`config.mk`:
```
export PLATFORM = sky130hd
export DESIGN_NAME = my_top_level
export DESIGN_NICKNAME = d
export VERILOG_FILES = /design/src/rtl/my_top_level.sv
export SDC_FILE = /design/constraint.sdc
export NUM_CORES = 1
export LEC_CHECK = 0
export CELL_PAD_IN_SITES_DETAIL_PLACEMENT = 1
export CELL_PAD_IN_SITES_GLOBAL_PLACEMENT = 1
export CORE_UTILIZATION = 41
export CTS_BUF_LIST = sky130_fd_sc_hd__clkbuf_8
export DETAILED_ROUTE_END_ITERATION = 7
export PLACE_DENSITY_LB_ADDON = 0.05
export SETUP_SLACK_MARGIN = 0.02
export SLEW_MARGIN = 10
export SYNTH_ARGS = -nofsm -noshare
export SYNTH_HDL_FRONTEND = slang
export SYNTH_SLANG_ARGS = --single-unit
export TNS_END_PERCENT = 100
```
`constraint.sdc`:
```
create_clock -name clk -period 4.54 [get_ports clk]
set_input_delay 0.681 -clock clk [delete_from_list [all_inputs] [get_ports clk]]
set_output_delay 0.681 -clock clk [all_outputs]
set_load 0.02 [all_outputs]
```
`src/rtl/my_top_level.sv`:
```
// Two-stage pipelined unsigned adder with registered carry-out.
// Optional build macro MY_TOP_LEVEL_SATURATE_EN clamps io_X to all-ones on overflow.
module my_top_level #(
    parameter int WIDTH = 8
) (
    input  logic             clk,
    input  logic             reset,
    input  logic [WIDTH-1:0] io_A,
    input  logic [WIDTH-1:0] io_B,
    output logic [WIDTH-1:0] io_X,
    output logic             io_carry
);

    logic [WIDTH-1:0] a_q, a_d;
    logic [WIDTH-1:0] b_q, b_d;
    logic [WIDTH-1:0] x_q, x_d;
    logic             carry_q, carry_d;
    logic [WIDTH:0]   sum;

    always_comb begin
        a_d = io_A;
        b_d = io_B;
        sum = {1'b0, a_q} + {1'b0, b_q};
        carry_d = sum[WIDTH];
`ifdef MY_TOP_LEVEL_SATURATE_EN
        x_d = sum[WIDTH] ? {WIDTH{1'b1}} : sum[WIDTH-1:0];
`else
        x_d = sum[WIDTH-1:0];
`endif
    end

    // Asserting reset clears both stages at once, discarding any in-flight pair.
    always_ff @(posedge clk or negedge reset) begin
        if (!reset) begin
            a_q     <= '0;
            b_q     <= '0;
            x_q     <= '0;
            carry_q <= 1'b0;
        end else begin
            a_q     <= a_d;
            b_q     <= b_d;
            x_q     <= x_d;
            carry_q <= carry_d;
        end
    end

    assign io_X     = x_q;
    assign io_carry = carry_q;

endmodule

```
==> results.md, run 1 <==
- Final Cycle Share: 41.5%
- CTS Root Cell: clkbuf_8
- Switching share of total power: 25.5%
- Syn Nets: 94
- I/O Buffers: 26
- Pins over their slew limit: 0
- DRT antenna net count: 0
- CP arrival: 1.20 ns
- Die Y: 50.1 um
- Layout cells sized above 1: 5.15%
- Post-CTS setup buffers: 0
- DP Cell Count: 121
- FF-to-FF Start: a_q[0]$_DFF_PN0_
- CTS tree: done
- Area leader, netlist: dfrtp_1
- Vias per Instance: 4.99
- DR vias: 624
- Antenna violations before repair: 0
- Psw: 123 uW
- Logic pwr share: 22.3%
- Ports: 27
- Post-Route WL: 1560 um
- Starting density of the core: 43.3%
- Post-synthesis sequential area ratio: 65.9%
- Pre-antenna DRT Iters: 4
- Row count: 17
- R2R Setup Slk: 2.85 ns
- Final min period: 1.88 ns
- Non-Filler Instances: 125
- F_max: 531 MHz
- Highest-delay cell along the critical path: clkdlybuf4s50_1
- Static Leak: 0.577 nW
- Final instance area: 0.00128 mm^2
- Hold crit path type: in2async
- Part of the power in registers: 51.8%
- Final Hold Violating Endpoints: 0
- CP max stage delay: 0.59 ns
- Clock Sinks: 25
- Vias in the first global route: 667
- Max H-tree Level: 1
- Outcome: completed
- Pwr/cell area: 375 mW/mm^2
- DIE AREA: 0.00251 mm^2
- Ant diodes: 0
- Synthesized area per cell: 14.2 um^2
- Area share of the largest cell type after synthesis: 65.9%
- Post-CTS Hold Buffers: 0
- First-pass GRT wire length: 2690 um
- Worst-margin pin slew: 0.535 ns
- Synth cell types: 21
- Cell family with most CP delay: buffers and inverters
- Clk pwr share: 25.9%
- R2r worst-path depth: 6
- Worst setup startpoint: io_X[6]$_DFF_PN0_
- Largest net degree at the start of global routing: 26
- Crit path cell chain: clkdlybuf4s50_1
- Worst Path Max Fanout: 1
- Max_slew headroom: 64.3%
- CP Capture Type: output pin
- Clock skew: 0.00126 ns
- DRC Markers: 0
- R2r endpoint: io_X[6]$_DFF_PN0_
- Synthesized area: 950 um^2
- Area growth syn-to-layout: 35.3%
- Post-Synthesis Cells: 67
- Detailed placement HPWL: 1230 um
- Crit path kind: reg2out
- Top post-synthesis cells by area: dfrtp_1 66%, ha_1 11%, a21oi_1 2.6%, a311o_1 2.1%, fa_1 2.1%
- Buf/Inv on CP: 1
- Placed inst area: 0.00124 mm^2
- Critical Path Start Type: register
- Global route overflow: 0
- Synthesized flop and latch total: 25
- Resized cells post-CTS: 0
- Final TNS setup: 0 ns
- Num CTS Buffers: 3
- Synth warn: 0
- WP data required: 3.86 ns
- Initial DRC Count: 3
- Clock slew at reported path FFs: 0.08 ns
- Die Span X: 50.1 um
- Worst skew pair latency: 0.26 ns
- Max-Cap Viols: 0
- Clk buf depth: 2
- RSZ-0062 raised after global routing: false
- DR WL/cell: 12.5 um
- CORE AREA: 0.00219 mm^2
- Total GRT Usage: 15.1%
- Nets: 125
- Power Internal: 359 uW
- Worst VDD drop: 0.202 mV
- Placer congestion estimate: 0.750
- Setup violators final: 0
[cell type report]
type	instances	area, um^2
Multi-Input combinational cell	39	313
Inverter	3	11.3
Fill cell	213	906
Clock inverter	1	3.75
Timing Repair Buffer	26	255
Sequential cell	25	626
Tap cell	28	35.0
Clock buffer	3	41.3
[worst max path at each step]
stage                                    end  slack (ns)  depth (start not counted)
final                                io_X[6]        2.66                          1
after global routing                 io_X[7]        2.62                          1
after CTS                            io_X[6]        2.63                          1
after detailed placement    a_q[7]$_DFF_PN0_        2.49                          1
after global placement      a_q[7]$_DFF_PN0_        2.59                          1
after floorplan           io_carry$_DFF_PN0_        3.02                          6
[power groups by stage]
stage | clock (mW) | sequential [mW] | combinational, mW
floorplan | 0 | 0.273 | 0.0354
global placement | 0 | 0.254 | 0.105
detailed placement | 0 | 0.255 | 0.109
CTS | 0.133 | 0.250 | 0.109
global route | 0.137 | 0.252 | 0.117
finish | 0.125 | 0.249 | 0.107
[state kept, by name, summed over array words and instances, names as in the netlist]
| signal | flops |
|---|---|
| b_q | 8 |
| io_X | 8 |
| a_q | 8 |
| io_carry | 1 |
[synth_stat cells]
master / number
o21ai_0: 1
nand3_1: 2
nor2b_1: 2
a311o_1: 2
mux2i_1: 1
dfrtp_1: 25
a21oi_1: 5
nand2_1: 3
ha_1: 8
xnor2_1: 2
nor3_1: 2
inv_1: 2
nor2_1: 2
inv_2: 1
nor4_1: 1
a221oi_1: 1
o21bai_1: 1
a21o_1: 2
xor2_1: 2
fa_1: 1
a2111oi_0: 1
[kinds of logic (layout without fill, tap and decap cells)]
group / count (synthesis) / after routing / share of synthesized area (%)
DFF: 25 / 25 / 65.9
AOI/OAI and AO/OA: 13 / 13 / 9.49
and+or+nand+nor: 12 / 12 / 6.06
adders and majority gates: 9 / 9 / 12.6
xor gates and xnor gates: 4 / 4 / 3.69
buffers and inverters: 3 / 33 / 1.19
muxes: 1 / 1 / 1.05
[stage by stage]
step / worst slack [ns] / utilization, % / hold slack, ns / total power [mW]
floorplan: 3.02 / - / 0.385 / 0.308
global placement: 2.59 / 56.8 / 0.458 / 0.359
detailed placement: 2.49 / 56.8 / 0.477 / 0.364
CTS: 2.63 / 58.9 / 0.496 / 0.492
global route: 2.62 / 58.7 / 0.433 / 0.506
finish: 2.66 / 58.7 / 0.387 / 0.482
[placed cells by master (no fill, tap or decap)]
cell and instances:
a2111oi_0 1, a21o_1 2, a21oi_1 5, a221oi_1 1, a311o_1 2, buf_2 1, clkbuf_8 3, clkdlybuf4s50_1 25
dfrtp_1 25, fa_1 1, ha_1 8, inv_1 3, inv_2 1, mux2i_1 1, nand2_1 3, nand3_1 2
nor2_1 2, nor2b_1 2, nor3_1 2, nor4_1 1, o21ai_0 1, o21bai_1 1, xnor2_1 2, xor2_1 2
[layer usage]
metal / share of wire (%) / track usage [%]
met5: 0 / 0
met4: 2.8 / 11.4
met3: 3.8 / 3.70
met2: 55 / 26.2
met1: 39 / 15.3
Note: power is estimated with default switching activity, not from simulation.
==> inputs of run 2 (changes only) <==
--- a/config.mk
+++ b/config.mk
@@ -7,7 +7,7 @@
 export LEC_CHECK = 0
 export CELL_PAD_IN_SITES_DETAIL_PLACEMENT = 1
 export CELL_PAD_IN_SITES_GLOBAL_PLACEMENT = 1
-export CORE_UTILIZATION = 41
+export CORE_UTILIZATION = 38
 export CTS_BUF_LIST = sky130_fd_sc_hd__clkbuf_8
 export DETAILED_ROUTE_END_ITERATION = 7
 export PLACE_DENSITY_LB_ADDON = 0.05
==> constraint.sdc (replaced) <==
create_clock -name clk -period 1.8 [get_ports clk]
set_input_delay 0.27 -clock clk [delete_from_list [all_inputs] [get_ports clk]]
set_output_delay 0.27 -clock clk [all_outputs]
set_load 0.02 [all_outputs]
==> run 2 against run 1 <==
Sequential power grew to 2.5 times the previous value. Design area is 1.6% higher. Worst setup slack worse by 2.5 ns. Core utilization is 1.3 points lower. Highest routed layer unchanged. Critical path depth is 5 higher. Critical path type is now reg2reg.
==> results.md, run 2 (synthesized netlist as in run 1, its figures left out) <==
- Tot Pwr: 1.23 mW
- Part of the power in registers: 51.4%
- Switching share of total power: 25.7%
- DR WL/cell: 12.5 um
- Final min period: 1.64 ns
- CP Capture Type: register
- Static Leak: 0.583 nW
- Worst setup startpoint: a_q[0]$_DFF_PN0_
- Detailed placement HPWL: 1260 um
- Post-Route WL: 1580 um
- Psw: 315 uW
- Max-Cap Viols: 0
- First-pass GRT wire length: 2790 um
- Die Y: 52.0 um
- Commonest non-fill, non-tap cell in the layout: clkdlybuf4s50_1
- Placer congestion estimate: 0.756
- Highest-delay cell along the critical path: fa_1
- Pins over their slew limit: 0
- Worst-margin pin slew: 0.350 ns
- Crit path cell chain: ha_1 -> fa_1 -> a21oi_1 -> nor2_1 -> nor2_1 -> o21ai_0
- Vias per Instance: 5.02
- Largest net degree at the start of global routing: 26
- Starting density of the core: 41.7%
- Worst skew pair latency: 0.26 ns
- Worst Path Max Fanout: 2
- Buf/Inv on CP: 0
- Hold crit path type: in2async
- RSZ-0062 raised after global routing: false
- I/O Buffers: 26
- Most frequent cell on the critical path: nor2_1
- DIE AREA: 0.00270 mm^2
- Clk pwr share: 26.0%
- Cell family with most CP delay: adder cells
- Max H-tree Level: 1
- CTS Root Cell: clkbuf_8
- Vias in the first global route: 673
- DR vias: 632
- Final Cycle Share: 91.0%
- Die Span X: 52.0 um
- FF-to-FF Start: a_q[0]$_DFF_PN0_
- Outcome: completed
- Clock skew: 0.00393 ns
- WP data required: 1.95 ns
- F_max: 610 MHz
- Ant diodes: 0
- Layout cells sized above 1: 7.14%
- Pre-antenna DRT Iters: 3
- DRC Markers: 0
- Ports: 27
- Most frequent cells in the layout: 26 x clkdlybuf4s50_1, 25 x dfrtp_1, 8 x ha_1
- Clk buf depth: 2
- Final Hold Violating Endpoints: 0
- CTS tree: done
- Critical Path Start Type: register
- Initial DRC Count: 1
- CORE AREA: 0.00228 mm^2
- CP max stage delay: 0.41 ns
- Setup violators final: 0
- CP arrival: 1.79 ns
- Num CTS Buffers: 3
- Crit path kind: reg2reg
- Logic pwr share: 22.6%
- Antenna violations before repair: 0
- Area growth syn-to-layout: 37.4%
- Row count: 17
- DRT antenna net count: 0
- Pwr/cell area: 940 mW/mm^2
- Nets: 126
- Worst VDD drop: 0.507 mV
- Clock Sinks: 25
- Final TNS setup: 0 ns
- Total GRT Usage: 15.0%
- Max_slew headroom: 76.0%
- Power Internal: 912 uW
- Clock slew at reported path FFs: 0.08 ns
- Global route overflow: 0
- Post-CTS setup buffers: 0
## run 2: changes by cell type in the layout (fill, tap and decap cells not counted), sizes merged
cell           change
clkdlybuf4s50      +1
clkinv             +1
inv                -1
## run 2: repair_timing
| item | in CTS | in global routing |
|---|---|---|
| resized for setup | 0 | 1 |
| setup endpoints to repair | 0 | 1 |
| hold endpoints to repair | 0 | 0 |
| hold buffers | 0 | 0 |
## run 2: metal layers
layer	routed length [um]	part of all wire (%)	vias up	global-route usage, %
met1	668	42	312	16.9
met5	0	0	-	0
met4	42	2.7	0	9.46
met2	789	50	20	25.2
met3	78	4.9	4	3.51
li1	-	-	296	-
## run 2: per-stage QoR
stage | hold WS [ns] | std cells | area [um^2] | setup WS (ns) | util, %
2_1_floorplan | -0.0256 | 67 | 950 | 0.278 | -
3_3_place_gp | 0.473 | 122 | 1250 | 0.200 | 55.0
3_5_place_dp | 0.496 | 122 | 1250 | 0.152 | 55.0
4_1_cts | 0.369 | 126 | 1300 | 0.136 | 57.1
5_1_grt | 0.378 | 126 | 1310 | 0.0369 | 57.3
6_report | 0.362 | 126 | 1310 | 0.161 | 57.3
## run 2: path summary, 6_finish.rpt
check | end | slack (ns) | cells past startpoint
min in group clk | a_q[5]$_DFF_PN0_ | 0.43 | 1
hold reg to reg | io_X[0]$_DFF_PN0_ | 0.51 | 1
max in group asynchronous | b_q[3]$_DFF_PN0_ | 1.21 | 2
hold / removal | a_q[3]$_DFF_PN0_ | 0.36 | 2
setup reg to reg | io_carry$_DFF_PN0_ | 0.16 | 6
setup / recovery | io_carry$_DFF_PN0_ | 0.16 | 6
## run 2: cell type report
| class | instances | area (um^2) |
|---|---|---|
| clock buffer | 3 | 41.3 |
| clock inverter | 1 | 5.00 |
| fill | 233 | 971 |
| inverter | 3 | 11.3 |
| multi-input combinational | 39 | 319 |
| sequential | 25 | 626 |
| tap | 28 | 35.0 |
| timing repair buffer | 27 | 268 |
## run 2: power groups by stage
stage / Sequential (mW) / Clock [mW] / Combinational (mW)
floorplan: 0.687 / 0 / 0.0892
global placement: 0.640 / 0 / 0.271
detailed placement: 0.643 / 0 / 0.278
CTS: 0.631 / 0.336 / 0.280
global route: 0.634 / 0.357 / 0.305
finish: 0.630 / 0.319 / 0.278
==> RTL change 1: new RTL, config.mk and constraints of run 2 <==
`a_q`, `b_q` and `x_q` no longer have a reset.
--- a/src/rtl/my_top_level.sv
+++ b/src/rtl/my_top_level.sv
@@ -32,16 +32,16 @@
     // Asserting reset clears both stages at once, discarding any in-flight pair.
     always_ff @(posedge clk or negedge reset) begin
         if (!reset) begin
-            a_q     <= '0;
-            b_q     <= '0;
-            x_q     <= '0;
             carry_q <= 1'b0;
         end else begin
-            a_q     <= a_d;
-            b_q     <= b_d;
-            x_q     <= x_d;
             carry_q <= carry_d;
         end
+    end
+
+    always_ff @(posedge clk) begin
+        a_q <= a_d;
+        b_q <= b_d;
+        x_q <= x_d;
     end
 
     assign io_X     = x_q;
Function: changed (Yosys sat finds a counterexample within 4 cycles, from zero or initial values and one cycle with reset low).
==> RTL change 1 against run 2 <==
Sequential power down 0.6%; design area shrank 10%; setup slack gained 29 ps; synthesized area is 13% lower; first-iteration DRC count rose to 3.0 times the old value; clock skew decreased by 1.3 ps; sequential cell count unchanged; via count is 4.9% lower; die area fell by 12%; routed wire length down 2.0%; power decreased by 0.25%; critical path type unchanged; highest routed layer unchanged.
==> RTL change 1: results (changes against run 2) <==
Run status:
- Run status: completed (unchanged).

Pwr:
- The net switching share of the total power was 0.259 (was 0.257).
- The leakage power figure is 0.495 nW (was 0.583 nW).
- The peak ir drop on the vdd network came to 0.000631 V (was 0.000507 V).

Layout:
- The number of non-filler instances in the completed layout is 124 (was 126).
- The fraction of final layout cells with drive strength greater than 1 was 0.0515 (was 0.0714).
- The filler cell count in the final layout is 219 (was 233).
- The portion of the layout cell area used by non-clock buffers was 0.222 (was 0.205).

Critical path:
- The delay of the slowest cell on the worst path is 390 ps (was 410 ps).
- The start of the worst register-to-register path was a_q[4] (was a_q[0]).
- The arrival time of data at the critical path endpoint is 1760 ps (was 1790 ps).
- The cell type of the slowest stage on the worst timing path was sky130_fd_sc_hd__ha_1 (was sky130_fd_sc_hd__fa_1).

Placed design:
- The final estimated routing congestion in global placement is 0.774 (was 0.756).
- The setup slack after placement is 197 ps (was 152 ps).
- The sum of net half-perimeters after detailed placement came to 1280 µm (was 1260 µm).

Global route:
- The first-pass GRT wire length is 2660 µm (was 2790 µm).
- The number of global-route vias before repair came to 630 (was 673).
- The met2 track utilization from global routing is 0.275 (was 0.252).
- The total routing usage reported by global routing is 0.149 (was 0.150).

Die:
- The number of well taps is 27 (was 28).

Yosys:
- The fraction of registers with async set or reset after synthesis came to 0.0400 (was 1.00).
- The sequential cell area fraction in the yosys report is 0.609 (was 0.659).
- The average size of a mapped cell came to 12.4 µm² (was 14.2 µm²).
- The share of cell area taken by muxes after synthesis is 0.0121 (was 0.0105).
- The xor and xnor fraction of the mapped netlist area came to 0.0422 (was 0.0369).
- The fraction of the mapped netlist area in compound gates came to 0.109 (was 0.0949).

Timing:
- The worst slew margin relative to its limit is 0.761 (was 0.760).
- The worst-case clock skew is 2.61 ps (was 3.93 ps).

Routing:
- The violation count after the first detailed-routing iteration was 3 (was 1).
- The average wire per standard cell is 12.5 µm (about the same).
==> RTL change 1: cell count changes in the layout (fill, tap and decap cells not counted), sizes merged <==
cell | run 2 | this run
buf | 1 | 0
clkinv | 1 | 0
clkinvlp | 0 | 1
dfrtp | 25 | 1
dfxtp | 0 | 24
==> RTL change 1: critical path, delay by kind of cell, from the launching register on <==
family	cells	cell delay [ps]
AND/OR/NAND/NOR	1	100
flip-flops	1	310
AO/OA/AOI/OAI	3	700
adder cells (fa/ha/maj)	1	390
==> RTL change 1: power by group through the flow <==
| stage | Sequential, mW | Clock, mW | Combinational (mW) |
|---|---|---|---|
| 3_5_place_dp | 0.641 | 0 | 0.268 |
| 5_1_grt | 0.631 | 0.373 | 0.288 |
| 2_1_floorplan | 0.684 | 0 | 0.0882 |
| 4_1_cts | 0.628 | 0.344 | 0.269 |
| 3_3_place_gp | 0.637 | 0 | 0.258 |
| 6_report | 0.626 | 0.331 | 0.266 |
==> RTL change 2: new RTL, flow settings as in run 2 <==
Without the edit above. Build with the macro `MY_TOP_LEVEL_SATURATE_EN` defined.
--- a/src/rtl/my_top_level.sv
+++ b/src/rtl/my_top_level.sv
@@ -1,5 +1,7 @@
 // Two-stage pipelined unsigned adder with registered carry-out.
 // Optional build macro MY_TOP_LEVEL_SATURATE_EN clamps io_X to all-ones on overflow.
+`define MY_TOP_LEVEL_SATURATE_EN
+
 module my_top_level #(
     parameter int WIDTH = 8
 ) (
Formal check against the unedited RTL: not equivalent (a bounded check fails within 4 cycles, from zero or initial values and one cycle with reset low).
==> RTL change 2 against run 2 <==
Routed wire length is 18% higher; fmax is 4.3% lower; synthesized area is 6.7% higher; non-clock buffer count stayed put; setup slack worse by 73 ps; sequential cell count stayed put; global-route usage is 0.68 points higher; design area is 5.5% higher; via count is 5.2% higher; first-iteration DRC count grew to 5.0 times the old value; critical path depth stayed put; power is 1.6% higher; sequential share of layout area is 2.5 points lower; critical endpoint is now io_X[0].
==> RTL change 2: results (changes against run 2) <==
Yosys:
- The warning count from the yosys run is 0 (unchanged).
- Top cells by area, synth: sky130_fd_sc_hd__dfrtp_1 (62%), sky130_fd_sc_hd__ha_1 (9.9%), sky130_fd_sc_hd__xor2_1 (2.6%), sky130_fd_sc_hd__a21oi_1 (2.5%), sky130_fd_sc_hd__fa_1 (2.0%) (was sky130_fd_sc_hd__dfrtp_1 (66%), sky130_fd_sc_hd__ha_1 (11%), sky130_fd_sc_hd__a21oi_1 (2.6%), sky130_fd_sc_hd__a311o_1 (2.1%), sky130_fd_sc_hd__fa_1 (2.1%)).
- The xor and xnor fraction of the mapped netlist area came to 0.0346 (was 0.0369).
- The share of cell area taken by muxes after synthesis was 0.00988 (was 0.0105).
- The sequential cell area fraction in the yosys report was 0.617 (was 0.659).
- The net count after synthesis came to 101 (was 94).
- The count of distinct cell types in the synthesized netlist is 25 (was 21).
- Cell types with the highest counts after synthesis: sky130_fd_sc_hd__dfrtp_1 (25), sky130_fd_sc_hd__ha_1 (8), sky130_fd_sc_hd__a21oi_1 (5), sky130_fd_sc_hd__nand2_1 (5) (was sky130_fd_sc_hd__dfrtp_1 (25), sky130_fd_sc_hd__ha_1 (8), sky130_fd_sc_hd__a21oi_1 (5), sky130_fd_sc_hd__nand2_1 (3)).

Critical path:
- The cell type of the slowest stage on the worst timing path is sky130_fd_sc_hd__fa_2 (was sky130_fd_sc_hd__fa_1).
- The worst-path maximum fanout was 8 (was 2).
- The delay of the slowest cell on the worst path is 390 ps (was 410 ps).
- The register-to-register path setup slack is 90 ps (was 160 ps).

Pwr:
- The leakage power figure is 0.606 nW (was 0.583 nW).
- The peak ir drop on the vdd network is 0.000501 V (was 0.000507 V).

Run status:
- Run status: completed (unchanged).

Timing:
- The final total negative setup slack was 0 ps (unchanged).
- The worst slew margin relative to its limit is 0.801 (was 0.760).
- The worst-case clock skew is 4.78 ps (was 3.93 ps).
- The maximum clock rate is 584 MHz (was 610 MHz).
- The tightest hold margin is 363 ps (was 362 ps).

Placed design:
- The cell area after placement is 0.00132 mm² (was 0.00125 mm²).
- The sum of net half-perimeters after detailed placement is 1450 µm (was 1260 µm).
- The setup slack after placement is -36.3 ps (was 152 ps).
- The final estimated routing congestion in global placement was 0.754 (was 0.756).
- The number of placed cells counting well taps came to 131 (was 122).

Routing:
- The routed via count divided by cell count came to 4.93 (was 5.02).
- The via count is 665 (was 632).
- The routed wire length is 1860 µm (was 1580 µm).
- The total iterations of the first detailed-routing run came to 4 (was 3).
- The violation count after the first detailed-routing iteration was 5 (was 1).

Global route:
- The number of global-route vias before repair is 722 (was 673).
- The met2 track utilization from global routing is 0.269 (was 0.252).
- The met1 layer usage reported by global route is 0.178 (was 0.169).
- The first-pass GRT wire length is 3080 µm (was 2790 µm).
- The met3 track demand over resource is 0.0339 (was 0.0351).
- The total routing usage reported by global routing came to 0.157 (was 0.150).
-- RTL change 2: changes by cell type in the layout (fill, tap and decap cells not counted), moves of 2 or more --
cell,delta
sky130_fd_sc_hd__a21oi_1,-2
sky130_fd_sc_hd__nand2b_2,+2
sky130_fd_sc_hd__nor2b_1,-2
sky130_fd_sc_hd__nand2_1,+2
sky130_fd_sc_hd__a311o_1,-2
sky130_fd_sc_hd__inv_1,+2
sky130_fd_sc_hd__a21oi_2,+3
-- RTL change 2: repair_timing --
| item | CTS | global route |
|---|---|---|
| pin swaps | 0 | 4 |
| gates resized for setup | 2 | 2 |
| setup endpoints to repair | 9 | 8 |
-- RTL change 2: area by class of cell --
class                      count  area (µm²)
fill                         253        1120
timing repair buffer          27         268
clock buffer                   3        41.3
clock inverter                 1        3.75
sequential                    25         626
multi-input combinational     46         389
tap                           30        37.5
inverter                       3        11.3
-- RTL change 2: power by group --
part           switching [mW]  internal, mW
clock network           0.164         0.152
logic                   0.149         0.154
registers              0.0161         0.611
-- RTL change 2: kinds of logic after synthesis --
group / Yosys count
DFF: 25
and+or+nand+nor: 19
AOI/OAI and AO/OA: 13
adders and majority gates: 9
xor gates and xnor gates: 4
buffers and inverters: 3
muxes: 1
-- RTL change 2: path summary, 6_finish.rpt --
check | start | endpoint | cells after the start
max | a_q[0] | io_X[0] | 6
min | reset | io_X[2] | 2
max reg2reg | a_q[0] | io_X[0] | 6
min reg2reg | b_q[0] | io_X[0] | 2
max in group asynchronous | reset | io_X[0] | 2
min in group clk | io_B[5] | b_q[5] | 1
-- RTL change 2: per-layer routing --
layer	vias up	routed length, µm	share of wire
met5	-	0	0
met2	20	944	0.51
met4	0	47	0.025
met3	5	75	0.040
li1	319	-	-
met1	321	796	0.43
